### src/rtl/reg_scoreboard_hazard.sv
// reg_scoreboard_hazard
//   RAW hazard detector for the ID stage built on a per-register scoreboard.
//   Every architectural register has a small counter that holds the number of
//   writers in flight to it. The counter goes up when an instruction that writes
//   the register issues, and goes down when WB retires that write. Because only
//   counters are kept, the pipeline depth does not matter, and multi-cycle units
//   are handled as well. Register 0 is hardwired to zero and is never tracked.
// Ports
//   clk_i           clock
//   reset_i         synchronous, active-high reset
//   rd_addr_i       source register addresses; port i is at [i*AW +: AW]
//   rd_en_i         port i actually reads its register
//   issue_valid_i   ID holds an instruction that is ready to issue
//   issue_we_i      the issuing instruction writes a register
//   issue_waddr_i   destination register of the issuing instruction
//   issue_ready_o   the issue may fire this cycle
//   retire_valid_i  WB commits a register write this cycle
//   retire_waddr_i  register committed by WB
//   flush_i         discard all in-flight writers
//   hazard_o        port i has a pending RAW hazard
//   occur_o         OR of hazard_o
//   busy_vec_o      bit r is set when the counter of register r is nonzero
//   stall_cnt_o     saturating count of cycles with issue_valid_i & ~issue_ready_o
//   sb_err_o        sticky flag: a retire arrived for a register whose count is 0
module reg_scoreboard_hazard #(
  parameter int NREG          = 32,
  parameter int AW            = 5,
  parameter int NRD           = 2,
  parameter int CNT_W         = 2,
  parameter int RETIRE_BYPASS = 1
) (
  input  logic              clk_i,
  input  logic              reset_i,
  input  logic [NRD*AW-1:0] rd_addr_i,
  input  logic [NRD-1:0]    rd_en_i,
  input  logic              issue_valid_i,
  input  logic              issue_we_i,
  input  logic [AW-1:0]     issue_waddr_i,
  output logic              issue_ready_o,
  input  logic              retire_valid_i,
  input  logic [AW-1:0]     retire_waddr_i,
  input  logic              flush_i,
  output logic [NRD-1:0]    hazard_o,
  output logic              occur_o,
  output logic [NREG-1:0]   busy_vec_o,
  output logic [31:0]       stall_cnt_o,
  output logic              sb_err_o
);

  localparam int NADDR = 2 ** AW;
  localparam logic [CNT_W-1:0] CNT_MAX = {CNT_W{1'b1}};

  logic [NREG-1:0][CNT_W-1:0] cnt_q, cnt_d;
  logic [NREG-1:0]  ret_hit, iss_hit, pend, busy, blk;
  logic [NADDR-1:0] pend_ext;
  logic             fire, waw_full;
  logic [31:0]      stall_cnt_q, stall_cnt_d;
  logic             sb_err_q, sb_err_d;

  genvar gi;
  generate
    for (gi = 0; gi < NREG; gi = gi + 1) begin : g_reg
      if (gi == 0) begin : g_zero
        // Register 0 is never tracked. Its counter stays 0.
        assign ret_hit[gi] = 1'b0;
        assign iss_hit[gi] = 1'b0;
        assign pend[gi]    = 1'b0;
        assign blk[gi]     = 1'b0;
        assign busy[gi]    = (cnt_q[gi] != '0);
        assign cnt_d[gi]   = '0;
      end else begin : g_track
        assign ret_hit[gi] = retire_valid_i && (retire_waddr_i == AW'(gi));
        assign iss_hit[gi] = fire && issue_we_i && (issue_waddr_i == AW'(gi));
        assign busy[gi]    = (cnt_q[gi] != '0);
        // With bypass enabled, a retire of the last writer frees the register in the same cycle.
        assign pend[gi]    = busy[gi] &&
                             !((RETIRE_BYPASS != 0) && (cnt_q[gi] == CNT_W'(1)) && ret_hit[gi]);
        // A full counter blocks another writer unless a retire frees a slot in the same cycle.
        assign blk[gi]     = (issue_waddr_i == AW'(gi)) && (cnt_q[gi] == CNT_MAX) && !ret_hit[gi];
        assign cnt_d[gi]   = flush_i                                  ? '0 :
                             (iss_hit[gi] && !ret_hit[gi])            ? cnt_q[gi] + CNT_W'(1) :
                             (ret_hit[gi] && !iss_hit[gi] && busy[gi]) ? cnt_q[gi] - CNT_W'(1) :
                                                                        cnt_q[gi];
      end
    end

    // Zero-extend so that any address value selects a defined bit.
    assign pend_ext = NADDR'(pend);

    for (gi = 0; gi < NRD; gi = gi + 1) begin : g_port
      assign hazard_o[gi] = rd_en_i[gi] && pend_ext[rd_addr_i[gi*AW +: AW]];
    end
  endgenerate

  assign occur_o       = |hazard_o;
  assign waw_full      = issue_we_i && |blk;
  assign issue_ready_o = !flush_i && !occur_o && !waw_full;
  assign fire          = issue_valid_i && issue_ready_o;
  assign busy_vec_o    = busy;

  always_comb begin
    stall_cnt_d = stall_cnt_q;
    if (issue_valid_i && !issue_ready_o && (stall_cnt_q != 32'hFFFF_FFFF)) begin
      stall_cnt_d = stall_cnt_q + 32'd1;
    end
    // A retire to an idle register is an error unless an issue to the same register
    // arrives in the same cycle. Retires in a flush cycle are ignored.
    sb_err_d = sb_err_q || (!flush_i && |(ret_hit & ~iss_hit & ~busy));
  end

  always_ff @(posedge clk_i) begin
    if (reset_i) begin
      cnt_q       <= '0;
      stall_cnt_q <= '0;
      sb_err_q    <= 1'b0;
    end else begin
      cnt_q       <= cnt_d;
      stall_cnt_q <= stall_cnt_d;
      sb_err_q    <= sb_err_d;
    end
  end

  assign stall_cnt_o = stall_cnt_q;
  assign sb_err_o    = sb_err_q;

endmodule

### config.mk
export PLATFORM = sky130hd
export DESIGN_NAME = reg_scoreboard_hazard
export DESIGN_NICKNAME = d
export VERILOG_FILES = /design/src/rtl/reg_scoreboard_hazard.sv
export SDC_FILE = /design/constraint.sdc
export NUM_CORES = 1
export LEC_CHECK = 0
export CAP_MARGIN = 5
export CORE_MARGIN = 4
export CORE_UTILIZATION = 45
export CTS_CLUSTER_DIAMETER = 120
export DETAILED_ROUTE_END_ITERATION = 7
export GPL_ROUTABILITY_DRIVEN = 0
export MAX_ROUTING_LAYER = met4
export PLACE_DENSITY = 0.73
export RECOVER_POWER = 100
export SLEW_MARGIN = 10
export SYNTH_ARGS = -nofsm -noshare
export SYNTH_HDL_FRONTEND = slang
export SYNTH_SLANG_ARGS = --single-unit
export TNS_END_PERCENT = 5
### constraint.sdc
create_clock -name clk_i -period 4.82 [get_ports clk_i]
set_input_delay 0.482 -clock clk_i [delete_from_list [all_inputs] [get_ports clk_i]]
set_output_delay 0.482 -clock clk_i [all_outputs]
set_load 0.02 [all_outputs]
==> results of run 1 <==
[power by group]
part	internal (mW)	leakage, nW	switching (mW)	total, mW
Sequential	0.787	0.765	0.00438	0.792
Clock	0.373	0.148	0.397	0.769
Combinational	0.0872	3.34	0.178	0.266
[routing by layer]
| layer | part of all wire, % | wire [um] | vias to the layer above |
|---|---|---|---|
| li1 | - | - | 4433 |
| met1 | 41 | 12100 | 4277 |
| met2 | 41 | 12100 | 604 |
| met3 | 12 | 3660 | 140 |
| met4 | 5.5 | 1630 | 0 |
| met5 | 0 | 0 | - |
[flip-flops by register name, summed over array words and instances (netlist names)]
name / count
stall_cnt_o: 32
cnt_q: 62
sb_err_o: 1
[layout by cell type, fill, tap and decap left out, types with 14 or more instances in the layout]
| cell type | synthesis | routed |
|---|---|---|
| sky130_fd_sc_hd__a21oi_1 | 62 | 62 |
| sky130_fd_sc_hd__xnor2_1 | 37 | 37 |
| sky130_fd_sc_hd__xor2_1 | 20 | 20 |
| sky130_fd_sc_hd__nor3_1 | 45 | 46 |
| sky130_fd_sc_hd__nand4_1 | 21 | 21 |
| sky130_fd_sc_hd__dlygate4sd3_1 | 0 | 68 |
| sky130_fd_sc_hd__buf_4 | 7 | 40 |
| sky130_fd_sc_hd__nand3_1 | 39 | 39 |
| sky130_fd_sc_hd__nor3b_1 | 14 | 14 |
| sky130_fd_sc_hd__nor2b_1 | 15 | 15 |
| sky130_fd_sc_hd__a211oi_1 | 37 | 37 |
| sky130_fd_sc_hd__ha_1 | 94 | 94 |
| sky130_fd_sc_hd__dfxtp_1 | 95 | 95 |
| sky130_fd_sc_hd__nand2_1 | 116 | 116 |
| sky130_fd_sc_hd__nor2_1 | 109 | 109 |
| sky130_fd_sc_hd__o21ai_0 | 45 | 45 |
| sky130_fd_sc_hd__a311oi_1 | 28 | 28 |
| sky130_fd_sc_hd__a31oi_1 | 35 | 35 |
| sky130_fd_sc_hd__inv_1 | 107 | 107 |
| sky130_fd_sc_hd__and3_1 | 30 | 30 |
| sky130_fd_sc_hd__nor4_1 | 18 | 19 |
| sky130_fd_sc_hd__clkdlybuf4s50_1 | 0 | 27 |
[worst max-delay path, stage by stage]
cell and delay (ns):
sky130_fd_sc_hd__clkdlybuf4s50_1 0.69, sky130_fd_sc_hd__and4b_1 0.54, sky130_fd_sc_hd__a31oi_1 0.30, sky130_fd_sc_hd__o22ai_1 0.19, sky130_fd_sc_hd__nor3_1 0.07, sky130_fd_sc_hd__o21ai_0 0.34
sky130_fd_sc_hd__and4_1 0.35, sky130_fd_sc_hd__inv_2 0.05, sky130_fd_sc_hd__buf_4 0.23, sky130_fd_sc_hd__nor4_1 0.67, sky130_fd_sc_hd__o2111ai_1 0.18, sky130_fd_sc_hd__or4_1 0.50
sky130_fd_sc_hd__nor2_1 0.14, sky130_fd_sc_hd__o22ai_1 0.08
[stage by stage]
stage	util (%)	power, mW
finish	54.8	1.83
global route	54.8	1.87
floorplan	-	0.961
detailed placement	53.4	1.07
CTS	55.1	1.84
global placement	53.4	1.07
[final cells by class]
cell class	instances	area [sq um]
clock buffer	9	225
clock inverter	7	82.6
sequential	95	1900
fill	1791	8520
inverter	108	405
multi-input combinational	911	6050
timing repair buffer	148	1320
tap	260	325
[worst paths after layout]
check,start,to,slack (ns),depth (start not counted)
min reg2reg,cnt_q[18]$_SDFFE_PP0P_,cnt_q[18]$_SDFFE_PP0P_,0.51,2
max,retire_waddr_i[0],sb_err_o$_SDFF_PP0_,0.22,14
max reg2reg,cnt_q[3]$_SDFFE_PP0P_,sb_err_o$_SDFF_PP0_,0.85,14
min,cnt_q[18]$_SDFFE_PP0P_,cnt_q[18]$_SDFFE_PP0P_,0.51,2
[logic make-up after synthesis]
| logic type | Yosys count | share of synthesized area, % |
|---|---|---|
| buffers and inverters | 170 | 7.95 |
| AO/OA/AOI/OAI | 282 | 22.3 |
| XOR/XNOR | 57 | 5.77 |
| AND/OR/NAND/NOR | 476 | 28.3 |
| flip-flops | 95 | 22.0 |
| adder cells (fa/ha/maj) | 94 | 13.6 |
| multiplexers | 1 | 0.116 |
| other | 1 | 0.0433 |
==> impl.org, run 1 <==
** STA
- Final number of max-transition violations :: 0
- Final critical-path setup slack :: 0.220 ns
- Between clock sinks in the finished design, the worst skew comes to 0.0111 ns.
- Setup violations remaining at the end of the flow were counted as 0.
- In the final timing run, aggregate negative setup slack is 0 ns.
- Worst slew pin tran :: 0.776 ns
- Max Clk Rate :: 0.217 GHz
- Final number of hold-violating endpoints :: 0
- Share of the clock period used by the worst path :: 95.4%
- Hold is met by 0.507 ns.
- In this run the tightest slew margin relative to its limit is 48.3%.
- Min Clock Period, post-route :: 4.60 ns
- Setup repair after global routing left no endpoint under its margin.

** Critical path
- At the worst endpoint, the required time is 5.05 ns.
- Crit path launch type :: primary input
- In this run the worst path has a maximum fanout of 29.
- Endpoint class of the critical path :: flip-flop
- The worst setup path is of the primary input to flip-flop kind.
- Arrival @ worst endpoint :: 4.83 ns

** Clocking
- TritonCTS built the clock tree.
- H-tree Lvls :: 3
- Number of CTS-inserted buffers :: 9
- At the later pin of the worst-skew pair, clock insertion delay measures 0.37 ns.
- Hold buffer count at cts :: 0
- Number of clock sinks seen by CTS :: 95
- Clock-pin slew was measured on the worst setup and hold paths at 0.08 ns.
- Post-CTS Setup Bufs :: 0
- Number of buffers on the longest clock path :: 2
- The number of gates resized after CTS was 0.
- Clk root buf :: sky130_fd_sc_hd__clkbuf_16

** Power and ir drop
- Pleak :: 4.25 nW
- Largest vdd supply drop :: 153 uV
- Power density over the cells :: 177 mW/mm^2

** Drt
- Drt pass-1 iters :: 6
- Iteration-0 DRC Markers :: 1152
- DRT Wirelength :: 29500 um
- Post-DR wirelength/cell :: 19.2 um
- The detailed router placed 9454 vias in this run.
- Post-detailed-route count of antenna-violating nets :: 0
- Drc violations :: 0
- In the routed layout, each cell is associated on average with a via count of 6.15.

** Global route
- The initial antenna violation count came to 0.
- Global routing used 39.8% of the available met2 tracks.
- Global-route congestion overflow total :: 0
- For met3 alone, demand over resource in global routing was 8.42%.
- The via count of the first global-routing pass was 8768.
- The first global-routing pass estimated 46400 um of wire.
- The global routing stage identified its most utilized layer as met2.
- Global routing consumed, on the met1 layer, 34.4% of the routing resources.
- Entering global routing, the biggest net connects 35 pins.
- Global-route total usage across every layer :: 27.3%

** Logic synthesis
- Counting flops and latches in the post-synthesis netlist gives 95.
- Top cells by instance count after synthesis :: sky130_fd_sc_hd__nand2_1 (116), sky130_fd_sc_hd__nor2_1 (109), sky130_fd_sc_hd__inv_1 (107), sky130_fd_sc_hd__dfxtp_1 (95), sky130_fd_sc_hd__ha_1 (94)
- The largest total area in the synthesized netlist belongs to sky130_fd_sc_hd__dfxtp_1.
- Top cells by area in the synthesized netlist :: sky130_fd_sc_hd__dfxtp_1 (22%), sky130_fd_sc_hd__ha_1 (14%), sky130_fd_sc_hd__nand2_1 (5.0%)
- After synthesis, the largest area contributor takes up 22.0% of total cell area.
- Among all flip-flop cells after synthesis, the most frequent one is sky130_fd_sc_hd__dfxtp_1.
- The number of nets handed over by synthesis was 1298.
- Mean Syn Cell Area :: 7.36 sq um
- The cell area that synthesis handed to floorplanning was 0.00866 sq mm.
- Sequential area share after synthesis :: 22.0%
- Cells after synthesis :: 1176
- Synth Warn # :: 0
- Counting distinct cell types in the post-synthesis netlist gives 77.
- Leading cell type by number of instances after synthesis :: sky130_fd_sc_hd__nand2_1
- EDFF count, synth :: 0
- Of all flip-flops after synthesis, the portion carrying an async set or reset was 0%.

** Floorplan
- The die covers 0.0215 sq mm.
- The core region is 0.0188 sq mm.
- In this run the core area contains 50 standard-cell rows.
- Y dimension of the die :: 147 um
- In this run the horizontal extent of the chip is 147 um.
- Initial Util :: 46.0%
- During I/O placement, the number of pins put on the boundary was 97.

** Placement
- Detailed placer's ending HPWL :: 22700 um
- Quantity of I/O buffers inserted on ports :: 95
- Instance area after placement :: 0.0101 sq mm
- At the placement stage, the worst setup path has a slack of 0.0393 ns.
- In this run, placement finished with an instance count of 1522.

** Cells and area
- Share of layout cells above drive strength 1 :: 5.95%
- The number of antenna diodes in the final layout is 0.
- Leaving out filler cells and counting taps, the final layout contains 1538.
- The final layout contains 1395 nets.
- Final instance area :: 0.0103 sq mm
- From synthesis to final layout, the design area changed by 19.1%.

** Run
- Max Cap Violations :: 0

** Status
- Run status :: complete, no violations

** Worst hold path
- Classification of the worst-slack hold path :: flip-flop to flip-flop
Power figures use the tool's default switching activity.
==> run 2, diff against run 1 <==
Settings changed: ABC_CLOCK_PERIOD_IN_PS from default to 4820.
==> results of run 2 <==
Same layout as run 1: the final DEF is identical, and so are final timing and power.
